==> config.mk <==
export PLATFORM = sky130hd
export DESIGN_NAME = switch_egress_port
export DESIGN_NICKNAME = d
export VERILOG_FILES = /design/src/rtl/switch_pkg.sv /design/src/rtl/switch_fifo_fwft.sv /design/src/rtl/switch_egress_port.sv
export SDC_FILE = /design/constraint.sdc
export NUM_CORES = 1
export LEC_CHECK = 0
export BUFFER_PORTS_ARGS = -buffer_cell sky130_fd_sc_hd__buf_2
export CAP_MARGIN = 25
export CORE_ASPECT_RATIO = 1.75
export CORE_UTILIZATION = 35
export CTS_BUF_LIST = sky130_fd_sc_hd__clkbuf_8
export DETAILED_ROUTE_END_ITERATION = 8
export HOLD_SLACK_MARGIN = 0.02
export PLACE_DENSITY_LB_ADDON = 0.1
export SLEW_MARGIN = 20
export SYNTH_ARGS = -nofsm -noshare
export SYNTH_HDL_FRONTEND = slang
export SYNTH_SLANG_ARGS = --single-unit
==> constraint.sdc <==
create_clock -name clk -period 4.7 [get_ports clk]
set_input_delay 0.94 -clock clk [delete_from_list [all_inputs] [get_ports clk]]
set_output_delay 0.94 -clock clk [all_outputs]
set_load 0.01 [all_outputs]
==> src/rtl/switch_pkg.sv <==
// rtl/switch_pkg.sv - shared port codes, byte width and queue entry type for the switch
package switch_pkg;

    localparam int BYTE_W = 8;

    localparam logic [1:0] PORT_NONE = 2'b00;
    localparam logic [1:0] PORT_1    = 2'b01;
    localparam logic [1:0] PORT_2    = 2'b10;
    localparam logic [1:0] PORT_3    = 2'b11;

    typedef struct packed {
        logic [1:0]        src;
        logic [BYTE_W-1:0] data;
    } entry_t;

    localparam int ENTRY_W = $bits(entry_t);

    // Increment that sticks at all-ones instead of wrapping.
    function automatic logic [7:0] sat_inc(input logic [7:0] v);
        return (v == 8'hFF) ? v : v + 8'd1;
    endfunction

endpackage

==> src/rtl/switch_fifo_fwft.sv <==
// rtl/switch_fifo_fwft.sv - parameterised first-word-fall-through FIFO with extended pointers
module switch_fifo_fwft #(
    parameter int DEPTH = 8,
    parameter int WIDTH = 10,
    localparam int AW   = $clog2(DEPTH)
) (
    input  logic             clk,
    input  logic             reset_n,
    input  logic             i_push,
    input  logic [WIDTH-1:0] i_wdata,
    input  logic             i_pop,
    output logic [WIDTH-1:0] o_rdata,
    output logic             o_empty,
    output logic             o_full,
    output logic [AW:0]      o_count
);

    localparam logic [AW:0] PTR_ONE = {{AW{1'b0}}, 1'b1};

    logic [WIDTH-1:0] r_mem [DEPTH];
    logic [AW:0]      r_wr_ptr;
    logic [AW:0]      r_rd_ptr;
    logic             w_do_pop;
    logic             w_do_push;

    // Pointers carry one extra wrap bit so full and empty are distinguishable.
    assign o_empty = (r_wr_ptr == r_rd_ptr);
    assign o_full  = (r_wr_ptr[AW-1:0] == r_rd_ptr[AW-1:0]) &&
                     (r_wr_ptr[AW] != r_rd_ptr[AW]);
    assign o_count = r_wr_ptr - r_rd_ptr;
    assign o_rdata = r_mem[r_rd_ptr[AW-1:0]];

    // A push into a full queue is only legal when the head leaves this cycle.
    assign w_do_pop  = i_pop && !o_empty;
    assign w_do_push = i_push && (!o_full || w_do_pop);

    // Pointer advance; reset empties the queue at once.
    always_ff @(posedge clk or negedge reset_n) begin
        if (!reset_n) begin
            r_wr_ptr <= '0;
            r_rd_ptr <= '0;
        end else begin
            if (w_do_push) r_wr_ptr <= r_wr_ptr + PTR_ONE;
            if (w_do_pop)  r_rd_ptr <= r_rd_ptr + PTR_ONE;
        end
    end

    // Storage write; contents are meaningless until covered by the pointers.
    always_ff @(posedge clk) begin
        if (w_do_push) r_mem[r_wr_ptr[AW-1:0]] <= i_wdata;
    end

endmodule

==> src/rtl/switch_egress_port.sv <==
// rtl/switch_egress_port.sv - egress buffer: tag check, queue, drain handshake and backpressure
module switch_egress_port
    import switch_pkg::*;
#(
    parameter int         DEPTH    = 8,
    parameter logic [1:0] PORT_ID  = PORT_1,
    parameter int         AF_LEVEL = DEPTH - 2
) (
    input  logic              clk,
    input  logic              reset_n,
    input  logic              en,
    input  logic [1:0]        sel,
    input  logic [BYTE_W-1:0] data,
    output logic [BYTE_W-1:0] out_data,
    output logic [1:0]        out_src,
    output logic              out_valid,
    input  logic              out_ready,
    output logic              full,
    output logic              almost_full,
    output logic [7:0]        drop_cnt,
    output logic [7:0]        misroute_cnt
);

    localparam int AW = $clog2(DEPTH);

    entry_t      w_wentry;
    entry_t      w_rentry;
    logic        w_empty;
    logic        w_full;
    logic [AW:0] w_count;
    logic        w_tag_ok;
    logic        w_misroute;
    logic        w_pop;
    logic        w_push;
    logic        w_drop;
    logic [7:0]  r_drop_cnt;
    logic [7:0]  r_misroute_cnt;

    assign w_tag_ok   = (sel != PORT_NONE) && (data[1:0] == PORT_ID);
    assign w_misroute = en && !w_tag_ok;
    assign w_pop      = !w_empty && out_ready;
    assign w_push     = en && w_tag_ok && (!w_full || w_pop);
    assign w_drop     = en && w_tag_ok && w_full && !w_pop;

    assign w_wentry = '{src: sel, data: data};

    switch_fifo_fwft #(
        .DEPTH (DEPTH),
        .WIDTH (ENTRY_W)
    ) u_fifo (
        .clk     (clk),
        .reset_n (reset_n),
        .i_push  (w_push),
        .i_wdata (w_wentry),
        .i_pop   (w_pop),
        .o_rdata (w_rentry),
        .o_empty (w_empty),
        .o_full  (w_full),
        .o_count (w_count)
    );

    // Status flags decode only from the FIFO pointer registers.
    assign out_valid    = !w_empty;
    assign out_data     = w_rentry.data;
    assign out_src      = w_rentry.src;
    assign full         = w_full;
    assign almost_full  = (int'(w_count) >= AF_LEVEL);
    assign drop_cnt     = r_drop_cnt;
    assign misroute_cnt = r_misroute_cnt;

    // Loss counters; a bad tag never also counts as a drop.
    always_ff @(posedge clk or negedge reset_n) begin
        if (!reset_n) begin
            r_drop_cnt     <= 8'd0;
            r_misroute_cnt <= 8'd0;
        end else begin
            if (w_misroute) r_misroute_cnt <= sat_inc(r_misroute_cnt);
            if (w_drop)     r_drop_cnt     <= sat_inc(r_drop_cnt);
        end
    end

endmodule
======== Word-level counts from Yosys, hierarchy flattened ========
Memory sizes are Yosys's and may differ from the RTL's.
Cells that the tools add are included.
W data, S select, Z words.
storage, ports and cells
  bits in writable memories ............... 80
  memories kept ........................... 1
  input bits .............................. 14
  output and inout bits ................... 29
  register bits ........................... 24
operators by class
  equality and inequality tests ........... 6
  reduce and logical (&&, ||, !) cells .... 19
  bitwise logic cells ..................... 2
  muxes and demuxes ....................... 2
  add/sub/neg operators ................... 5
  order comparisons ....................... 1
memory list
  name          words  bits a word  read ports  clocked after Yosys merged registers in  wr ports  line                    text
  u_fifo.r_mem  8      10           1           0                                        1         switch_fifo_fwft.sv:20  logic [WIDTH-1:0] r_mem [DEPTH];
operator list
  cell                   number
  $add A8 B1 Y8 const B  2
  $eq A8 B8 Y1 const B   2
  $logic_and A1 B1 Y1    10
  $add A4 B1 Y4 const B  2
  $eq A4 B4 Y1           1
  $ge A4 B3 Y1 const B   1
  $logic_not A1 Y1       4
  $reduce_and A2 Y1      2
  $sub A4 B4 Y4          1
  $eq A3 B3 Y1           1
  $eq A2 B1 Y1 const B   1
  $logic_or A1 B1 Y1     2
  $mux W1                2
  $not A1 Y1             2
  $reduce_bool A2 Y1     1
  $ne A1 B1 Y1           1

======== Longest topological paths before layout ========
Gate-level depths: netlist of run 1.
  depth in word-level cells ............... 8
  gate-level depth with buffers ........... 8

======== Hierarchy ========
From an unflattened synthesis of run 1, not the netlist that was laid out.
unflattened totals
  cells, all modules ...................... 273
  area total of the unflattened synthesis .. 4443.0 um^2
modules (own cells, without submodules)
  module              instances  cells each  area an instance (um^2)  seq. area each (um^2)
  switch_fifo_fwft    1          195         3548.4                   2602.5
  switch_egress_port  1          78          894.6                    400.4

======== Least setup slack after synthesis of run 1 ========
Ideal clock, no wire load.
  path type ............................... register to register
  start ................................... reg u_fifo.r_rd_ptr[1]
  end ..................................... mem u_fifo.r_mem[0][0], enable pin
  clock period less this slack ............ 3.107 ns
  stages on the path, launching flop included .. 9
  arrival time ............................ 2.703 ns
  buffers on the path ..................... 2
  setup slack ............................. 1.593 ns
  cells stage by stage .................... dfrtp_1 buf_1 inv_1 ha_1 nand3_1 or3_1 buf_6 nand2_1 nor4_1
between the ends
  longest elaborated chain between the ends .. 8
  elaborated cells between the ends (all ways) .. 13
  those cells by class .................... eq/ne (2); mux (2); reduce/logical (9)
ends and longest elaborated chain
  item                                                       line                                                                        text
  start: declaration                                         switch_fifo_fwft.sv:22                                                      logic [AW:0] r_rd_ptr;
  start signal: assignment                                   switch_fifo_fwft.sv:44                                                      if (w_do_pop) r_rd_ptr <= r_rd_ptr + PTR_ONE;
  $eq A4 B4 Y1 or $eq A3 B3 Y1 (tied branches)               switch_fifo_fwft.sv:27, switch_fifo_fwft.sv:28
  $logic_not A1 Y1 or $logic_and A1 B1 Y1 (tied branches)    switch_fifo_fwft.sv:34, switch_egress_port.sv:41, switch_fifo_fwft.sv:28
  $logic_and A1 B1 Y1 or $logic_not A1 Y1 (tied branches)    switch_egress_port.sv:41, switch_fifo_fwft.sv:35, switch_egress_port.sv:42
  $logic_or A1 B1 Y1 or $logic_and A1 B1 Y1 (tied branches)  switch_egress_port.sv:42, switch_fifo_fwft.sv:34
  $logic_and A1 B1 Y1 or $logic_or A1 B1 Y1 (tied branches)  switch_egress_port.sv:42, switch_fifo_fwft.sv:35
  $logic_and A1 B1 Y1 *                                      switch_fifo_fwft.sv:35                                                      assign w_do_push = i_push && (!o_full || w_do_pop);
  $mux W1 *                                                  switch_fifo_fwft.sv:50                                                      if (w_do_push) r_mem[r_wr_ptr[AW-1:0]] <= i_wdata;
  $mux W1 (implied by the code) *                            switch_fifo_fwft.sv:50
  end: declaration                                           switch_fifo_fwft.sv:20
Mark *: on every way between the ends. The rest lies on a longest branch, timed or not.

======== Worst setup path in the final report of run 1 ========
  start ................................... reg u_fifo.r_rd_ptr[2]
  end ..................................... mem u_fifo.r_mem[6][9], enable pin
Same word-level chain as after synthesis.

==> results of run 1 <==
flip-flops by register name (all words and copies together), names as in the netlist:
register	count
u_fifo.r_mem	80
drop_cnt	8
misroute_cnt	8
u_fifo.r_rd_ptr	4
u_fifo.r_wr_ptr	4
final cells by class:
type	count	area, µm²
Timing Repair Buffer	51	278
Tap cell	165	206
Clock inverter	7	47.5
Sequential cell	104	3000
Inverter	5	18.8
Clock buffer	9	124
Fill cell	1136	7120
Multi-Input combinational cell	153	1340
kinds of logic after synthesis:
| logic type | after synthesis | share of synthesized area |
|---|---|---|
| AOI/OAI and AO/OA | 10 | 0.0139 |
| xor gates and xnor gates | 18 | 0.0358 |
| adders and majority gates | 8 | 0.0244 |
| buffers and inverters | 16 | 0.0162 |
| DFF | 104 | 0.681 |
| muxes | 26 | 0.118 |
| and+or+nand+nor | 91 | 0.111 |
worst max path at each step:
| stage | from | endpoint | depth (start not counted) |
|---|---|---|---|
| global placement | u_fifo.r_rd_ptr[2] | u_fifo.r_mem[6][6] | 6 |
| detailed placement | u_fifo.r_rd_ptr[2] | u_fifo.r_mem[6][6] | 6 |
| floorplan | u_fifo.r_rd_ptr[1] | u_fifo.r_mem[0][0] | 8 |
| finish | u_fifo.r_rd_ptr[2] | u_fifo.r_mem[6][9] | 6 |
| global route | u_fifo.r_rd_ptr[2] | u_fifo.r_mem[6][9] | 6 |
| CTS | u_fifo.r_rd_ptr[2] | u_fifo.r_mem[6][9] | 6 |
per-layer routing:
layer | track usage | vias up | wire, µm
met4 | 0.0725 | 0 | 219
met2 | 0.271 | 51 | 4820
li1 | - | 1133 | -
met5 | 0 | - | 0
met3 | 0.0252 | 16 | 262
met1 | 0.170 | 1229 | 3460
synthesized netlist by cell type, types with 2 or more instances:
cell type	instances
nor4_1	3
edfxtp_1	80
dfrtp_1	24
xnor2_1	5
nand2_1	43
and3_1	5
mux2_2	5
xor2_1	13
a21oi_1	2
nand4_1	2
ha_1	7
o21a_1	2
nand3_1	10
buf_2	3
nor4_2	3
nor4b_2	2
nor3b_1	2
inv_1	5
nor2_1	4
o21ai_0	3
clkbuf_1	4
mux4_2	20
buf_1	3
nand2b_1	3
nor3_1	6
per-stage QoR:
| stage | worst slack [ns] | cell area (µm²) | utilization | total power, µW |
|---|---|---|---|---|
| after floorplan | 1.59 | 4410 | - | 1840 |
| after global placement | 1.31 | 4850 | 0.399 | 2150 |
| after detailed placement | 1.21 | 4850 | 0.399 | 2160 |
| after CTS | 1.18 | 5020 | 0.413 | 2650 |
| after global routing | 0.950 | 5020 | 0.413 | 2780 |
| final | 1.31 | 5020 | 0.413 | 2600 |
power breakdown:
part	internal [µW]	switching, µW	total (µW)
registers	1080	131	1210
logic	416	471	887
clock network	193	306	499
total	1690	908	2600
==> results.toml, run 1 <==
[status]
status = "completed"

[timing]
rsz0062_at_grt = "no"
tightest_slew_ns = 0.960
fin_skew_ns = 0.0145
setup_viol = 0
finalCritPeriodShare = 0.721
fin_crit_ns = 3.39
max-slew-margin-rel = 0.358
tns_ns = 0
max_freq_mhz = 295
hold_viol = 0
finalMaxSlewViolations = 0
whs_ns = 0.481

[setup_path]
reg2reg_slack_ns = 1.31
worstPathArrival_ns = 3.37
slowest_delay_ns = 0.78
cpMaxStageDelayCell = "nor2_1"
cp_max_fo = 13
worstPathCellList = "inv_1, ha_1, nand3_1, or3_1, nand3_1, nor2_1"
required_ns = 4.68
r2r-end = "u_fifo.r_mem[6][9]"
cp_common_cell = "nand3_1"
reg2regPathDepth = 6
critPathCaptureType = "flip-flop"
startpoint_type = "flip-flop"
critPathKind = "reg -> reg"
crit_buf_inv = 1
critPathTopFamily = "simple AND/OR/NAND/NOR gates"
regToRegStartpoint = "u_fifo.r_rd_ptr[2]"

[clock_network]
ctsHoldBuffers = 0
clock_latency_ns = 0.36
cts_resized = 0
cts_buffers = 9
path_clk_slew_ns = 0.10
cts_max_path_buffers = 2
tritoncts = "built"
cts_root_buf = "clkbuf_8"
postCtsSetupRepairBufs = 0
h-tree-depth = 3
cts_sinks = 104

[die]
die_width_um = 86.8
die_h_um = 150
row_count = 53
start_util = 0.363
core_area_um2 = 12100
num_io_pins = 43
dieArea_um2 = 13100

[global_routing]
grt_usage = 0.151
grt_pass1_vias = 2637
grt_pass1_wl_um = 14100
grt_max_degree = 25
antenna_found_initial = 0
grt-ovfl-total = 0

[worst_hold_path]
min_path_cells = 1
hold_class = "reg -> reg"
min_to = "drop_cnt[6]"
min_from = "drop_cnt[6]"

[place]
place_congestion = 0.728
dp_hpwl_um = 5960
port_buffers = 42
place_inst = 478

[synth]
synth_area_per_cell_um2 = 16.1
synth-seq-cells = 104
netlist-cell-type-count = 39
syn-num-nets = 295
netlist_instances = 273
synthTopCellsByArea = "edfxtp_1, dfrtp_1, mux4_2, nand2_1, xor2_1"
seq_area_frac_synth = 0.681
synth_top_area_frac = 0.545
yosys_most_used_dff = "edfxtp_1"
yosysWarnings = 0
async_flop_share = 0.231
netlist_area_um2 = 4410
synth_edf_count = 80
synth_largest_area_cell = "edfxtp_1"

[cells_and_area]
stdcell_count = 494
drive_gt1_frac = 0.301
layout_commonest_cell = "edfxtp_1"
insertedDiodeCount = 0
area_growth_pct = 13.8
layout.nets = 346
final_cell_mix = "edfxtp_1, nand2_1, buf_2, dfrtp_1, mux4_2"

[drt]
drc = 0
vias = 2429
drt_wl_total_um = 8760
drtPass1Iterations = 4
vias_per_cell = 4.92
postRouteAntennaNets = 0
wl_per_cell_um = 17.7
dr.first_iter.drc_count = 178

[pwr]
leakagePower_uw = 0.00189
ir_drop_uv = 233
power_density_nw_per_um2 = 517

[flow_run]
max_cap_viol_count = 0
No activity file was read; power rests on OpenSTA's default activity.
==> inputs of run 2 (changes only) <==
--- a/config.mk
+++ b/config.mk
@@ -5,6 +5,7 @@
 export SDC_FILE = /design/constraint.sdc
 export NUM_CORES = 1
 export LEC_CHECK = 0
+export ABC_AREA = 1
 export BUFFER_PORTS_ARGS = -buffer_cell sky130_fd_sc_hd__buf_2
 export CAP_MARGIN = 25
 export CORE_ASPECT_RATIO = 1.75
==> constraint.sdc (replaced) <==
create_clock -name clk -period 3.5 [get_ports clk]
set_input_delay 0.7 -clock clk [delete_from_list [all_inputs] [get_ports clk]]
set_output_delay 0.7 -clock clk [all_outputs]
set_load 0.01 [all_outputs]
==> run 2 against run 1 <==
Effect of this change:
- register-to-register slack got worse by 0.30 ns
- area after synthesis rose by 6.6%
- count of clock-buffer cells in the layout did not move
- utilization fell by 0.82 points
- largest cell class unchanged
==> results.toml, run 2 <==
[synth]
syn-num-nets = 458
netlist_area_um2 = 4700
yosys_most_used_dff = "edfxtp_1"
seq_area_frac_synth = 0.639
synth_edf_count = 80
synth_common_cells = "nand2_1, edfxtp_1, nor2_1, o21ai_1"
synth_area_per_cell_um2 = 10.8
synthTopCellsByArea = "edfxtp_1, dfrtp_1, nand2_1, o21ai_1, nor2_1"
async_flop_share = 0.231
netlist_instances = 436
yosysWarnings = 0
synth-seq-cells = 104
synth_top_area_frac = 0.511
synth_largest_area_cell = "edfxtp_1"
netlist-cell-type-count = 28
yosysMostFrequentCell = "nand2_1"

[timing]
finalCritPeriodShare = 0.808
fin_skew_ns = 0.0141
max-slew-margin-rel = 0.469
tns_ns = 0
tightest_slew_ns = 0.797
setup_viol = 0
hold_viol = 0
fin_crit_ns = 2.83
whs_ns = 0.309
finalMaxSlewViolations = 0
rsz0062_at_grt = "no"
max_freq_mhz = 354

[drt]
top_layer = "met4"
met2_length_um = 5830
drtPass1Iterations = 4
drc = 0
drt_wl_total_um = 10600
postRouteAntennaNets = 0
vias = 3181
dr.first_iter.drc_count = 146
wl_per_cell_um = 16.2
wl_met1_um = 4400
wl_met3_um = 255
vias_per_cell = 4.85

[die]
start_util = 0.361
num_io_pins = 43
die_h_um = 155
die_width_um = 89.6
core_area_um2 = 13000
row_count = 55
dieArea_um2 = 13900

[clock_network]
postCtsSetupRepairBufs = 0
cts_buffers = 9
clock_latency_ns = 0.37
ctsHoldBuffers = 0
cts_max_path_buffers = 2
path_clk_slew_ns = 0.10
cts_resized = 0
tritoncts = "built"
cts_sinks = 104
h-tree-depth = 3
cts_root_buf = "clkbuf_8"

[cells_and_area]
largest_reg_flops = 80
seqCellArea_um2 = 3000
finalInstanceArea_um2 = 5270
final_cell_mix = "nand2_1, edfxtp_1, nor2_1, o21ai_1, buf_2"
multiInputGateArea_um2 = 1520
insertedDiodeCount = 0
drive_gt1_frac = 0.192
layout_commonest_cell = "nand2_1"
nFillCells = 1283
area_growth_pct = 12.1
layout.nets = 502

[setup_path]
cp_max_fo = 5
slowest_delay_ns = 0.48
cp_common_cell = "inv_1"
crit_buf_inv = 3
required_ns = 2.80
startpoint_type = "flip-flop"
worstPathCellList = "inv_1, ha_1, inv_1, fa_1, o21ai_0, a21o_2, nand2_1, buf_2"
critPathKind = "reg -> out"
critPathCaptureType = "primary output"
critPathTopFamily = "adder cells"
worstPathArrival_ns = 2.13
cpMaxStageDelayCell = "fa_1"

[pwr]
power_density_nw_per_um2 = 706
ir_drop_uv = 297
leakagePower_uw = 0.00215

[global_routing]
grt_max_degree = 42
antenna_found_initial = 0
grt_pass1_vias = 3374
grt_usage = 0.171
grt_pass1_wl_um = 17600
grt-ovfl-total = 0

[place]
dp_hpwl_um = 7230
port_buffers = 42
post_dp_cell_area_um2 = 5100
place_congestion = 0.748

[status]
status = "completed"

[worst_hold_path]
hold_class = "in -> async"

[flow_run]
max_cap_viol_count = 0
-- run 2: cell types whose count changed after synthesis, moves of 5 or more --
| cell | delta |
|---|---|
| and3_1 | -5 |
| inv_1 | +19 |
| mux2_2 | -5 |
| mux4_2 | -20 |
| nand2_1 | +62 |
| nand3_1 | +5 |
| nor2_1 | +43 |
| nor2_2 | +9 |
| nor3_1 | -6 |
| o21ai_1 | +45 |
| o22ai_1 | +20 |
| xor2_1 | -6 |
-- run 2: final cells by class --
cell class	count	share of cell area
clock inverters	7	0.00878
well taps	171	0.0406
repair buffers	47	0.0470
flip-flops and latches	104	0.570
inverters	30	0.0218
clock buffers	9	0.0235
multi-input cells	288	0.288
-- run 2: worst reg2reg max path: stages, from the launching register on --
cell,delay (ns)
dfrtp_1,0.40
inv_2,0.33
ha_1,0.34
nand2_2,0.10
nor2_4,0.05
nand3_4,0.12
nand2_4,0.09
inv_4,0.10
nand2_4,0.08
nor2_2,0.54
-- run 2: report_power, final --
group,internal (µW),switching (µW)
registers,1430,94.5
logic,537,981
clock network,259,425
-- run 2: kinds of logic (layout without fill, tap and decap cells) --
group | Yosys count | after routing | synth area share
DFF | 104 | 104 | 0.639
buffers and inverters | 44 | 93 | 0.0375
AOI/OAI and AO/OA | 73 | 73 | 0.0839
adders and majority gates | 8 | 8 | 0.0229
xor gates and xnor gates | 14 | 14 | 0.0261
and+or+nand+nor | 193 | 193 | 0.191
-- run 2: metrics by stage --
step | worst slack, ns | std cells | util | power [µW]
final | 0.672 | 656 | 0.405 | 3720
after global routing | 0.523 | 656 | 0.405 | 4020
after CTS | 0.631 | 656 | 0.405 | 3780
after detailed placement | 0.893 | 640 | 0.392 | 3090
after global placement | 0.932 | 640 | 0.392 | 3080
after floorplan | 1.26 | 436 | - | 2590
-- run 2: worst paths after layout --
kind                                    start                 end  slack [ns]  cells after the start
max in group asynchronous             reset_n  u_fifo.r_wr_ptr[0]        2.81                      1
hold reg to reg            u_fifo.r_rd_ptr[3]  u_fifo.r_rd_ptr[3]        0.52                      2
min in group clk           u_fifo.r_rd_ptr[3]  u_fifo.r_rd_ptr[3]        0.52                      2
hold / removal                        reset_n     misroute_cnt[0]        0.31                      1
setup reg to reg           u_fifo.r_rd_ptr[1]  u_fifo.r_mem[4][9]        1.01                      9
setup / recovery           u_fifo.r_wr_ptr[0]         almost_full        0.67                      8
-- run 2: routing by layer --
metal | global-route usage | vias up
met3 | 0.0265 | 8
met1 | 0.203 | 1557
li1 | - | 1571
met5 | 0 | -
met4 | 0.0544 | 0
met2 | 0.308 | 45
==> inputs of run 3 (changes only) <==
==> constraint.sdc (replaced) <==
create_clock -name clk -period 2.75 [get_ports clk]
set_input_delay 0.55 -clock clk [delete_from_list [all_inputs] [get_ports clk]]
set_output_delay 0.55 -clock clk [all_outputs]
set_load 0.01 [all_outputs]
==> run 3 against run 2 <==
Effect of this change:
- clock skew shrank 0.0029 ns
- highest routed layer unchanged
- setup slack lost 0.51 ns
- count of clock-buffer cells in the layout is the same
- combinational power grew 28%
- worst hold slack lost 0.14 ns
- sequential share of layout area shrank 1.1 points
- sequential cell count is the same
- die area is the same
- register-to-register slack lost 0.27 ns
- first-iteration DRC count shrank 23%
- design area grew 2.0%
- cell count grew 1.5%
==> results.toml, run 3 (same netlist as run 2, synthesis figures left out) <==
[status]
status = "completed"

[setup_path]
crit_buf_inv = 3
worstPathCellList = "inv_2, ha_1, inv_1, fa_1, o21ai_0, a21o_2, nand2_1, buf_2"
slowest_delay_ns = 0.47
cp_max_fo = 4
worstPathArrival_ns = 2.03
critPathCaptureType = "primary output"
required_ns = 2.20
critPathTopFamily = "adder cells"
critPathKind = "reg -> out"
cpMaxStageDelayCell = "fa_1"
startpoint_type = "flip-flop"

[timing]
finalCritPeriodShare = 0.940
finalMaxSlewViolations = 0
tns_ns = 0
fin_crit_ns = 2.58
setup_viol = 0
rsz0062_at_grt = "no"
fin_skew_ns = 0.0112
hold_viol = 0
tightest_slew_ns = 0.580
max_freq_mhz = 387
max-slew-margin-rel = 0.613

[clock_network]
cts_root_buf = "clkbuf_8"
h-tree-depth = 3
cts_buffers = 9
clock_latency_ns = 0.37
tritoncts = "built"
ctsHoldBuffers = 0
path_clk_slew_ns = 0.10
cts_sinks = 104
cts_max_path_buffers = 2

[flow_run]
max_cap_viol_count = 0

[die]
start_util = 0.361
row_count = 55
core_area_um2 = 13000
num_io_pins = 43
die_h_um = 155
die_width_um = 89.6
dieArea_um2 = 13900

[drt]
postRouteAntennaNets = 0
drt_wl_total_um = 10300
wl_per_cell_um = 15.4
vias_per_cell = 4.80
vias = 3198
dr.first_iter.drc_count = 113
drtPass1Iterations = 4
drc = 0

[pwr]
ir_drop_uv = 497
leakagePower_uw = 0.00222
power_density_nw_per_um2 = 896

[cells_and_area]
largest_reg_flops = 80
drive_gt1_frac = 0.208
insertedDiodeCount = 0
final_cell_mix = "nand2_1, edfxtp_1, nor2_1, o21ai_1, buf_2"
layout_commonest_cell = "nand2_1"
area_growth_pct = 14.4
layout.nets = 512
post-route-util = 0.413
nFillCells = 1297

[global_routing]
antenna_found_initial = 0
grt_max_degree = 43
grt-ovfl-total = 0
grt_usage = 0.162
grt_pass1_vias = 3292
grt_pass1_wl_um = 16700

[place]
dp_hpwl_um = 6980
port_buffers = 42
place_congestion = 0.745

[worst_hold_path]
hold_class = "in -> async"
## run 3: changes by cell type in the layout (fill, tap and decap cells not counted), sizes merged
cell	change
clkinv	+1
inv	-1
bufinv	+1
buf	+10
clkinvlp	-1
## run 3: report_power, final
| part | internal [µW] | switching [µW] |
|---|---|---|
| clock | 414 | 514 |
| combinational | 729 | 1220 |
| sequential | 1820 | 118 |
## run 3: layer usage
metal  GRT usage  up-vias  wire length [µm]
li1            -     1585                 -
met1       0.183     1540              4190
met2       0.298       63              5630
met3      0.0324       10               303
met4      0.0499        0               143
met5           0        -                 0
## run 3: cell type report
class / instances / area, µm² / area share
Clock buffer: 9 / 124 / 0.0230
Clock inverter: 7 / 62.6 / 0.0116
Inverter: 30 / 115 / 0.0214
Multi-Input combinational cell: 288 / 1520 / 0.283
Sequential cell: 104 / 3000 / 0.559
Tap cell: 171 / 214 / 0.0398
Timing Repair Buffer: 57 / 335 / 0.0624
## run 3: what timing repair did
item	CTS	global route
resized for setup	0	2
setup endpoints to repair	0	1
buffers inserted	0	1
## run 3: path summary, 6_finish.rpt
path	startpoint	cells past startpoint	slack (ns)	end
max	u_fifo.r_wr_ptr[0]	8	0.17	almost_full
min	reset_n	1	0.17	misroute_cnt[3]
max reg2reg	u_fifo.r_wr_ptr[2]	9	0.74	u_fifo.r_mem[0][1]
min reg2reg	u_fifo.r_rd_ptr[3]	2	0.52	u_fifo.r_rd_ptr[3]
max in group asynchronous	reset_n	1	2.16	u_fifo.r_wr_ptr[0]
min in group clk	out_ready	3	0.45	u_fifo.r_rd_ptr[3]
## run 3: metrics by stage
stage          hold WS [ns]  setup slack (ns)  cells  area, µm²  total power (µW)
5_1_grt               0.202            0.0135    666       5380              5220
3_3_place_gp          0.496             0.501    649       5180              3920
6_report              0.169             0.165    666       5380              4810
4_1_cts               0.175            0.0588    665       5370              4880
3_5_place_dp          0.502             0.493    649       5180              3940
2_1_floorplan         0.254             0.510    436       4700              3290
## run 3: worst reg2reg max path, cell delays in order, from the launching register on
cell     delay, ns
dfrtp_1       0.48
ha_1          0.37
nand2_2       0.12
nor2_4        0.05
nand3_4       0.12
nand2_4       0.09
inv_4         0.10
nand2_4       0.08
nor2_2        0.07
buf_4         0.22
